File: config.mk
export PLATFORM = sky130hd
export DESIGN_NAME = uart_bus_responder
export DESIGN_NICKNAME = d
export VERILOG_FILES = /design/src/rtl/uart_bus_responder.sv
export SDC_FILE = /design/constraint.sdc
export NUM_CORES = 1
export LEC_CHECK = 0
export ABC_CLOCK_PERIOD_IN_PS = 2900
export CAP_MARGIN = 20
export CORE_MARGIN = 2
export CORE_UTILIZATION = 58
export DETAILED_ROUTE_END_ITERATION = 12
export PLACE_DENSITY = 0.82
export SYNTH_ARGS = -nofsm -noshare
export SYNTH_HDL_FRONTEND = slang
export SYNTH_SLANG_ARGS = --single-unit
File: constraint.sdc
create_clock -name clk -period 2.9 [get_ports clk]
set_input_delay 0.58 -clock clk [delete_from_list [all_inputs] [get_ports clk]]
set_output_delay 0.58 -clock clk [all_outputs]
set_load 0.05 [all_outputs]
File: src/rtl/uart_bus_responder.sv
// Slave end of the UART bridge: cmd/addr/data frame in, one bus request out, read byte or ack back.
// req_valid rises 1 clk after the last stop-bit sample; holds until req_ready; bytes arriving while busy are dropped.
module uart_bus_responder #(
  parameter int         ADDR_WIDTH            = 16,
  parameter int         DATA_WIDTH            = 8,
  parameter int         UART_CLOCKS_PER_PULSE = 5208,
  parameter int         FRAME_TIMEOUT_BITS    = 40,
  parameter logic [7:0] WR_ACK_BYTE           = 8'hAC
) (
  input  logic                  clk,
  input  logic                  rstn,
  input  logic                  u_rx,
  output logic                  u_tx,
  output logic                  req_valid,
  input  logic                  req_ready,
  output logic                  req_wen,
  output logic [ADDR_WIDTH-1:0] req_addr,
  output logic [DATA_WIDTH-1:0] req_wdata,
  input  logic                  rsp_valid,
  input  logic [DATA_WIDTH-1:0] rsp_rdata,
  output logic                  busy,
  output logic                  frame_err
);

  localparam int CPP     = UART_CLOCKS_PER_PULSE;
  localparam int HALF    = CPP / 2;
  localparam int CW      = $clog2(CPP + 1);
  localparam int TO_CLKS = FRAME_TIMEOUT_BITS * CPP;
  localparam int TW      = $clog2(TO_CLKS + 1);
  localparam int NA      = (ADDR_WIDTH + 7) / 8;
  localparam logic [7:0] CMD_WR = 8'hA1;
  localparam logic [7:0] CMD_RD = 8'hA0;

  typedef enum logic [2:0] {R_IDLE, R_START, R_DATA, R_STOP, R_WAITHI} rx_state_t;
  typedef enum logic [2:0] {F_IDLE, F_ADDR, F_DATA, F_ISSUE, F_WAIT_RSP, F_SEND} f_state_t;

  // ---------------- receiver ----------------
  logic            rx_s1, rx_s2, rx_d;
  rx_state_t       rx_state, rx_next;
  logic [CW-1:0]   rx_cnt;
  logic [2:0]      rx_bit;
  logic [7:0]      rx_sh;
  logic            rx_done, rx_ferr;
  logic            tick_half, tick_full, rx_active;

  assign tick_half = (rx_cnt == CW'(HALF));
  assign tick_full = (rx_cnt == CW'(CPP));
  assign rx_active = (rx_state inside {R_START, R_DATA, R_STOP});

  always_ff @(posedge clk or negedge rstn) begin
    if (!rstn) begin
      rx_s1 <= 1'b1;
      rx_s2 <= 1'b1;
      rx_d  <= 1'b1;
    end else begin
      rx_s1 <= u_rx;
      rx_s2 <= rx_s1;
      rx_d  <= rx_s2;
    end
  end

  always_ff @(posedge clk or negedge rstn) begin
    if (!rstn) rx_state <= R_IDLE;
    else       rx_state <= rx_next;
  end

  always_comb begin
    rx_next = rx_state;
    case (rx_state)
      R_IDLE:   if (rx_d && !rx_s2) rx_next = R_START;
      R_START:  if (tick_half) rx_next = rx_s2 ? R_IDLE : R_DATA;
      R_DATA:   if (tick_full && rx_bit == 3'd7) rx_next = R_STOP;
      R_STOP:   if (tick_full) rx_next = rx_s2 ? R_IDLE : R_WAITHI;
      R_WAITHI: if (rx_s2) rx_next = R_IDLE;
      default:  rx_next = R_IDLE;
    endcase
  end

  always_ff @(posedge clk or negedge rstn) begin
    if (!rstn) begin
      rx_cnt  <= '0;
      rx_bit  <= '0;
      rx_sh   <= '0;
      rx_done <= 1'b0;
      rx_ferr <= 1'b0;
    end else begin
      rx_done <= 1'b0;
      rx_ferr <= 1'b0;
      // Counter restarts at each sample point so the next sample lands one bit period later
      if ((rx_state inside {R_IDLE, R_WAITHI}) || (rx_state == R_START && tick_half) ||
          ((rx_state inside {R_DATA, R_STOP}) && tick_full))
        rx_cnt <= CW'(1);
      else
        rx_cnt <= rx_cnt + CW'(1);
      if (rx_state == R_START) rx_bit <= '0;
      if (rx_state == R_DATA && tick_full) begin
        rx_sh  <= {rx_s2, rx_sh[7:1]};
        rx_bit <= rx_bit + 3'd1;
      end
      if (rx_state == R_STOP && tick_full) begin
        if (rx_s2) rx_done <= 1'b1;
        else       rx_ferr <= 1'b1;
      end
    end
  end

  // ---------------- frame sequencer ----------------
  f_state_t      f_state, f_next;
  logic          f_err, cmd_ok, last_addr, to_hit, tx_last;
  logic [7:0]    addr_hi;
  logic [15:0]   addr_asm;
  logic [1:0]    a_cnt;
  logic [TW-1:0] to_cnt;
  logic [7:0]    tx_data;
  logic [9:0]    tx_frame;
  logic [3:0]    tx_idx;
  logic [CW-1:0] tx_cnt;

  assign cmd_ok    = rx_done && (rx_sh == CMD_WR || rx_sh == CMD_RD);
  assign last_addr = (a_cnt == 2'(NA - 1));
  assign to_hit    = (to_cnt == TW'(TO_CLKS - 1));
  assign tx_last   = (tx_idx == 4'd9) && (tx_cnt == CW'(CPP - 1));
  assign addr_asm  = {addr_hi, rx_sh};
  assign tx_frame  = {1'b1, tx_data, 1'b0};
  assign req_valid = (f_state == F_ISSUE);

  always_ff @(posedge clk or negedge rstn) begin
    if (!rstn) f_state <= F_IDLE;
    else       f_state <= f_next;
  end

  always_comb begin
    f_next = f_state;
    f_err  = 1'b0;
    case (f_state)
      F_IDLE: begin
        if (cmd_ok) f_next = F_ADDR;
        f_err = rx_ferr || (rx_done && !cmd_ok);
      end
      F_ADDR: begin
        if (rx_ferr) begin
          f_err  = 1'b1;
          f_next = F_IDLE;
        end else if (rx_done) begin
          if (last_addr) f_next = req_wen ? F_DATA : F_ISSUE;
        end else if (to_hit) begin
          f_err  = 1'b1;
          f_next = F_IDLE;
        end
      end
      F_DATA: begin
        if (rx_ferr || (!rx_done && to_hit)) begin
          f_err  = 1'b1;
          f_next = F_IDLE;
        end else if (rx_done) begin
          f_next = F_ISSUE;
        end
      end
      F_ISSUE: begin
        f_err = rx_done || rx_ferr;
        if (req_ready) f_next = (req_wen || rsp_valid) ? F_SEND : F_WAIT_RSP;
      end
      F_WAIT_RSP: begin
        f_err = rx_done || rx_ferr;
        if (rsp_valid) f_next = F_SEND;
      end
      F_SEND: begin
        f_err = rx_done || rx_ferr;
        if (tx_last) f_next = F_IDLE;
      end
      default: f_next = F_IDLE;
    endcase
  end

  always_ff @(posedge clk or negedge rstn) begin
    if (!rstn) begin
      busy      <= 1'b0;
      frame_err <= 1'b0;
      req_wen   <= 1'b0;
      req_addr  <= '0;
      req_wdata <= '0;
      addr_hi   <= '0;
      a_cnt     <= '0;
      to_cnt    <= '0;
      tx_data   <= '0;
      tx_idx    <= '0;
      tx_cnt    <= '0;
      u_tx      <= 1'b1;
    end else begin
      frame_err <= f_err;
      busy      <= (f_next != F_IDLE);
      // Gap timer runs only while the receiver is hunting for the next start bit
      if ((f_state inside {F_ADDR, F_DATA}) && !rx_active && !rx_done)
        to_cnt <= to_cnt + TW'(1);
      else
        to_cnt <= '0;
      if (f_state == F_IDLE && cmd_ok) begin
        req_wen <= (rx_sh == CMD_WR);
        a_cnt   <= '0;
        addr_hi <= '0;
      end
      if (f_state == F_ADDR && rx_done) begin
        addr_hi <= rx_sh;
        a_cnt   <= a_cnt + 2'd1;
        if (last_addr) req_addr <= ADDR_WIDTH'(addr_asm);
      end
      if (f_state == F_DATA && rx_done) req_wdata <= DATA_WIDTH'(rx_sh);
      if (f_state == F_ISSUE && req_ready) tx_data <= req_wen ? WR_ACK_BYTE : 8'(rsp_rdata);
      if (f_state == F_WAIT_RSP && rsp_valid) tx_data <= 8'(rsp_rdata);
      if (f_state == F_SEND) begin
        u_tx <= tx_frame[tx_idx];
        if (tx_cnt == CW'(CPP - 1)) begin
          tx_cnt <= '0;
          tx_idx <= tx_idx + 4'd1;
        end else begin
          tx_cnt <= tx_cnt + CW'(1);
        end
      end else begin
        u_tx   <= 1'b1;
        tx_cnt <= '0;
        tx_idx <= '0;
      end
    end
  end

endmodule

==> flow_summary_export.csv, run 1 <==
group,metric,value,unit
status,status,"completed",
placed_design,pre_cts_slack,0.4437,ns
global_route,top_usage_layer,"met2",
power_and_ir_drop,sequentialPowerShare,0.431,
sta,period_minus_slack,2.783,ns
power_and_ir_drop,internal_power,3.014,mW
route,drt_wl_total,10.88,mm
job,max-cap-violations,0,
power_and_ir_drop,clock_power_share,0.512,
sta,report.final.slew_viol_count,0,
yosys,synth_cells,472,
placed_design,port_buffers,41,
die,die_h,99.50,um
global_route,grt_max_degree,50,
clock_tree,post_cts_buffers,0,
cells_and_area,drive_above_1_share,0.1738,
worst_setup_path,cp_max_fo,11,
yosys,synth_seq_cells,116,
worst_setup_path,crit_type,"reg -> out",
worst_setup_path,worst_path_largest_cell_delay,0.84,ns
clock_tree,clock_latency,0.52,ns
worst_setup_path,start_kind,"flip-flop",
sta,clock_skew,0.01066,ns
yosys,synth_cell_type_count,58,
global_route,use_met2,0.3883,
yosys,syn-num-nets,494,
route,drc,0,
yosys,synth-edff-count,0,
worst_setup_path,crit_slowest_cell,"clkdlybuf4s50_1",
power_and_ir_drop,p_sw_frac,0.2463,
route,first_iter_violations,267,
die,core,8763,sq um
power_and_ir_drop,p_leak,2.859,nW
yosys,syn_avg_cell_area,11.21,sq um
route,via_per_inst,5.852,
yosys,ys_warn_count,0,
sta,layout_setup_ws,0.1174,ns
sta,hold_violations,0,
route,first_pass_iters,5,
sta,rsz0062_at_grt,"no",
worst_setup_path,cp_cell_sequence,"and3b_1, clkdlybuf4s50_1",
global_route,use_met3,0.05200,
sta,tns,0,ns
clock_tree,clkSinkCount,116,
clock_tree,cts_buffers,17,
route,wl_per_cell,16.92,um
route,vias,3763,
global_route,grtUsageTotal,0.2371,
clock_tree,root_buffer,"clkbuf_8",
placed_design,place_hpwl,7.010,mm
yosys,syn_area,5290,sq um
clock_tree,cts_max_path_buffers,2,
cells_and_area,layout.nets,544,
cells_and_area,syn2layout_area_growth,21.17,%
sta,setup_viol,0,
worst_hold_path,hp-class,"in -> async",
sta,tightest_slew,0.6951,ns
yosys,synth_area_leader_cell,"dfrtp_1",
clock_tree,htree_levels,4,
clock_tree,cts-resized-gates,0,
yosys,synth_top_area_share,0.5298,
power_and_ir_drop,power_frac_comb,0.057,
yosys,synth_area_leaders,"dfrtp_1 (53%), mux2_2 (7.7%), nor2_1 (4.3%)",
worst_setup_path,end_kind,"primary output",
clock_tree,clk_pin_slew,0.06,ns
worst_setup_path,r2r_start,"rx_cnt[0]",
worst_setup_path,worstPathRequired,2.32,ns
yosys,synth_ff_type,"dfrtp_1",
global_route,grt_pass1_wl,18.57,mm
die,die_w,99.50,um
die,dieArea,9900,sq um
clock_tree,tritoncts,"done",
sta,fin_crit_sh,0.9595,
global_route,grt_pass1_vias,3851,
die,initial_utilization,0.6037,
clock_tree,ctsHoldBuffers,0,
power_and_ir_drop,power_switching,0.9849,mW
global_route,gr-usage-met1,0.3132,
route,antenna_left,0,
global_route,gr-total-overflow,0,
sta,max_freq,359.4,MHz
placed_design,gp_congestion,0.9042,
worst_setup_path,critPathLaunch,"f_state[1]",
sta,slew_headroom,0.5349,
die,fp-row-count,34,
die,ios,42,
worst_setup_path,worstPathArrival,2.20,ns
global_route,antenna_found_initial,0,
yosys,yosysSeqAreaShare,0.5497,
power_and_ir_drop,vdd_drop_max,0.0005020,V
cells_and_area,num_antenna_cells,0,
yosys,synthArstFlopShare,1.000,
power_and_ir_drop,powerDensity,623.9,nW/um^2
[sequential cells by signal, indices dropped and copies added (netlist names), 2 cells and up]
name       cells
tx_data        8
rx_sh          8
a_cnt          2
addr_hi        8
rx_cnt        13
req_wdata      8
f_state        3
req_addr      16
tx_idx         4
tx_cnt        13
rx_bit         3
rx_state       3
to_cnt        18
[power groups by stage]
| stage | combinational, mW | sequential, mW | clock (mW) |
|---|---|---|---|
| 6_report | 0.229 | 1.72 | 2.05 |
| 5_1_grt | 0.258 | 1.73 | 2.14 |
| 4_1_cts | 0.233 | 1.72 | 2.07 |
| 3_5_place_dp | 0.225 | 1.75 | 0 |
| 3_3_place_gp | 0.214 | 1.75 | 0 |
| 2_1_floorplan | 0.156 | 1.73 | 0 |
[path summary, 6_finish.rpt]
| check | end | slack, ns | cells past startpoint |
|---|---|---|---|
| worst max-delay path | req_valid | 0.12 | 2 |
| worst min-delay path | a_cnt[1] | 0.09 | 1 |
| worst max register to register | rx_cnt[0] | 0.41 | 7 |
| worst min register to register | rx_s2 | 0.36 | 0 |
| max in group asynchronous | rx_s2 | 2.04 | 2 |
| min in group clk | rx_s2 | 0.36 | 0 |
[logic make-up (layout without fill, tap and decap cells)]
| logic type | after synthesis | in the layout | share of synthesized area |
|---|---|---|---|
| AO/OA/AOI/OAI | 53 | 53 | 0.07356 |
| XOR/XNOR | 39 | 39 | 0.06457 |
| adder cells (fa/ha/maj) | 9 | 9 | 0.02129 |
| buffers and inverters | 29 | 92 | 0.02270 |
| flip-flops | 116 | 116 | 0.5497 |
| multiplexers | 40 | 40 | 0.08657 |
| AND/OR/NAND/NOR | 186 | 186 | 0.1817 |
[Yosys cell counts (all sizes together), types with 5 or more instances]
| cell type | count |
|---|---|
| a21oi | 9 |
| a22o | 18 |
| and3 | 7 |
| clkbuf | 12 |
| dfrtp | 112 |
| ha | 9 |
| inv | 13 |
| mux2 | 36 |
| nand2 | 37 |
| nand3 | 22 |
| nand4 | 8 |
| nor2 | 62 |
| nor3 | 11 |
| nor4 | 5 |
| o21ai | 9 |
| xnor2 | 14 |
| xor2 | 25 |
[cell usage in the layout, fill, tap and decap left out, drive strengths merged, types with 2 or more instances in the layout]
cell             n
dfrtp          112
nor2            62
clkdlybuf4s50   40
nand2           37
mux2            36
xor2            25
nand3           22
inv             19
a22o            18
clkbuf          18
xnor2           14
nor3            11
a21oi            9
ha               9
o21ai            9
nand4            8
and3             7
buf              7
clkinv           5
nor4             5
nor2b            4
o22a             4
dfstp            4
or3b             4
or3              3
nand3b           3
nand2b           3
mux2i            3
or4bb            2
or2              2
o211ai           2
nand4b           2
and4             2
bufinv           2
or4              2
nor4bb           2
[stage by stage]
stage	hold slack, ns	util	instances	cell area, sq um	power, mW
floorplan	0.2844	-	472	5290	1.888
global placement	0.3456	0.6648	611	5826	1.959
detailed placement	0.3481	0.6648	611	5826	1.973
CTS	0.09740	0.7314	643	6410	4.025
global route	0.1271	0.7314	643	6410	4.133
finish	0.09071	0.7314	643	6410	3.999
[layout make-up]
class / count / area (sq um)
tap: 108 / 135.1
inverter: 13 / 48.80
multi-input combinational: 327 / 2268
sequential: 116 / 2908
clock buffer: 18 / 417.9
fill: 572 / 2354
clock inverter: 14 / 166.4
timing repair buffer: 47 / 465.4
[per-layer routing]
layer / share of wire / up-vias / wire length [um]
met2: 0.51 / 98 / 5571
met4: 0.015 / 0 / 166
met5: 0 / - / 0
li1: - / 1767 / -
met3: 0.038 / 19 / 415
met1: 0.43 / 1879 / 4725
[critical path: cells and delay by family, from the launching register on]
family,cells,cell delay (ns)
AND/OR/NAND/NOR,1,0.33
flip-flops,1,0.52
buffers and inverters,1,0.84
Power figures use the tool's default switching activity.
==> run 2: changes to the inputs <==
--- a/config.mk
+++ b/config.mk
@@ -11,6 +11,7 @@
 export CORE_UTILIZATION = 58
 export DETAILED_ROUTE_END_ITERATION = 12
 export PLACE_DENSITY = 0.82
+export SKIP_CTS_REPAIR_TIMING = 1
 export SYNTH_ARGS = -nofsm -noshare
 export SYNTH_HDL_FRONTEND = slang
 export SYNTH_SLANG_ARGS = --single-unit
==> results of run 2 <==
Final layout, timing and power as in run 1 (identical DEF).
==> run 3: changes to the inputs <==
--- a/config.mk
+++ b/config.mk
@@ -11,6 +11,7 @@
 export CORE_UTILIZATION = 58
 export DETAILED_ROUTE_END_ITERATION = 12
 export PLACE_DENSITY = 0.82
+export RECOVER_POWER = 100
 export SKIP_CTS_REPAIR_TIMING = 1
 export SYNTH_ARGS = -nofsm -noshare
 export SYNTH_HDL_FRONTEND = slang
==> constraint.sdc (replaced) <==
create_clock -name clk -period 2.9 [get_ports clk]
set_input_delay 0.435 -clock clk [delete_from_list [all_inputs] [get_ports clk]]
set_output_delay 0.435 -clock clk [all_outputs]
set_load 0.05 [all_outputs]
==> run 3 against run 2 <==
The run now ends with capacitance limit, slew limit left. Global-route usage increased by 0.45 points. Register-to-register slack got worse by 0.12 ns. Worst setup slack got worse by 0.0095 ns. Critical path type unchanged. Clock power decreased by 4%.
==> flow_summary_export.csv, run 3 (synthesized netlist as in run 1, its figures left out) <==
group,metric,value,unit
status,status,"finished with violations",
status,violations,"capacitance limit, slew limit",
worst_setup_path,cp_max_fo,15,
sta,fin_crit_sh,0.9628,
global_route,gr-total-overflow,0,
global_route,grt_pass1_vias,3882,
power_and_ir_drop,p_leak,2.897,nW
die,die_h,99.50,um
sta,clock_skew,0.01677,ns
die,fp-row-count,34,
power_and_ir_drop,power_switching,0.9801,mW
cells_and_area,num_antenna_cells,0,
route,drc,0,
clock_tree,cts_buffers,17,
sta,report.final.slew_viol_count,31,
clock_tree,htree_levels,4,
cells_and_area,layout.nets,544,
placed_design,dpl-instance-area,5826,sq um
worst_setup_path,worstPathRequired,2.47,ns
clock_tree,clk_pin_slew,0.06,ns
sta,slew_headroom,-0.05334,
die,ios,42,
cells_and_area,top_register,"to_cnt",
global_route,antenna_found_initial,0,
power_and_ir_drop,vdd_drop_max,0.0004109,V
sta,period_minus_slack,2.792,ns
power_and_ir_drop,p_sw_frac,0.2516,
cells_and_area,fin_cells,643,
placed_design,port_buffers,41,
clock_tree,tritoncts,"done",
cells_and_area,post-route-util,0.7210,
die,core,8763,sq um
worst_setup_path,critPathLaunch,"f_state[0]",
cells_and_area,layout_common_cells,"dfrtp_1 (112), nor2_1 (62), nand2_1 (37)",
sta,setup_viol,0,
worst_setup_path,end_kind,"primary output",
die,initial_utilization,0.6037,
worst_setup_path,r2r_start,"rx_cnt[0]",
placed_design,place_inst,611,
cells_and_area,syn2layout_area_growth,19.44,%
placed_design,place_hpwl,7.049,mm
cells_and_area,final_common_cell,"dfrtp_1",
sta,tightest_slew,1.580,ns
placed_design,gp_congestion,0.8376,
sta,max_freq,358.2,MHz
sta,rsz0062_at_grt,"no",
power_and_ir_drop,internal_power,2.916,mW
cells_and_area,final_area,6319,sq um
global_route,grt_max_degree,58,
worst_setup_path,start_kind,"flip-flop",
clock_tree,cts_max_path_buffers,2,
route,via_per_inst,5.793,
clock_tree,clock_latency,0.52,ns
power_and_ir_drop,sequentialPowerShare,0.442,
job,max-cap-violations,1,
cells_and_area,drive_above_1_share,0.1514,
die,dieArea,9900,sq um
global_route,grt_pass1_wl,18.92,mm
worst_setup_path,worstPathArrival,2.36,ns
global_route,grtUsageTotal,0.2417,
route,antenna_left,0,
die,die_w,99.50,um
worst_setup_path,r2r_slack,0.29,ns
sta,layout_setup_ws,0.1080,ns
placed_design,pre_cts_slack,0.4600,ns
route,vias,3725,
worst_setup_path,crit_type,"reg -> out",
sta,tns,0,ns
route,first_pass_iters,4,
cells_and_area,reg.largest.list,"to_cnt x18, req_addr x16",
route,drt_wl_total,10.64,mm
power_and_ir_drop,clock_power_share,0.504,
power_and_ir_drop,power_frac_comb,0.054,
sta,hold_violations,0,
route,wl_per_cell,16.54,um
route,first_iter_violations,216,
clock_tree,root_buffer,"clkbuf_8",
power_and_ir_drop,powerDensity,616.7,nW/um^2
worst_hold_path,hp-class,"in -> async",
clock_tree,clkSinkCount,116,
cells_and_area,largest_reg_flops,18,
-- run 3: metrics by stage --
| stage | hold slack, ns | power (mW) |
|---|---|---|
| CTS | -0.01311 | 3.937 |
| global placement | 0.3458 | 1.961 |
| finish | 0.2175 | 3.896 |
| global route | 0.3437 | 4.041 |
| floorplan | 0.1394 | 1.888 |
| detailed placement | 0.3468 | 1.975 |
-- run 3: path summary, 6_finish.rpt --
kind / endpoint / cells past startpoint
setup / recovery: req_valid / 2
hold / removal: req_addr[2] / 1
setup reg to reg: rx_sh[0] / 7
hold reg to reg: rx_s2 / 0
max in group asynchronous: rx_bit[1] / 2
min in group clk: rx_s2 / 0
-- run 3: final cells by class --
cell class	instances	area [sq um]
fillers	617	2445
inverters	13	48.80
clock buffers	18	417.9
flip-flops and latches	116	2908
multi-input cells	327	2237
well taps	108	135.1
repair buffers	47	427.9
clock inverters	14	143.9
-- run 3: routing by layer --
metal	track usage	vias up	wire length, um
li1	-	1763	-
met1	0.3097	1881	4598
met2	0.4106	71	5533
met3	0.05903	10	387
met4	0.07165	0	116
met5	0	-	0
-- run 3: power groups by stage --
stage	combinational (mW)	sequential (mW)	clock (mW)
after floorplan	0.156	1.73	0
after global placement	0.214	1.75	0
after detailed placement	0.225	1.75	0
after CTS	0.228	1.72	1.99
after global routing	0.241	1.73	2.07
final	0.209	1.72	1.97
-- run 3: worst max-delay path: stages, from the launching register on --
cell	delay, ns
dfrtp_1	0.62
and3b_1	0.36
clkdlybuf4s50_1	0.86
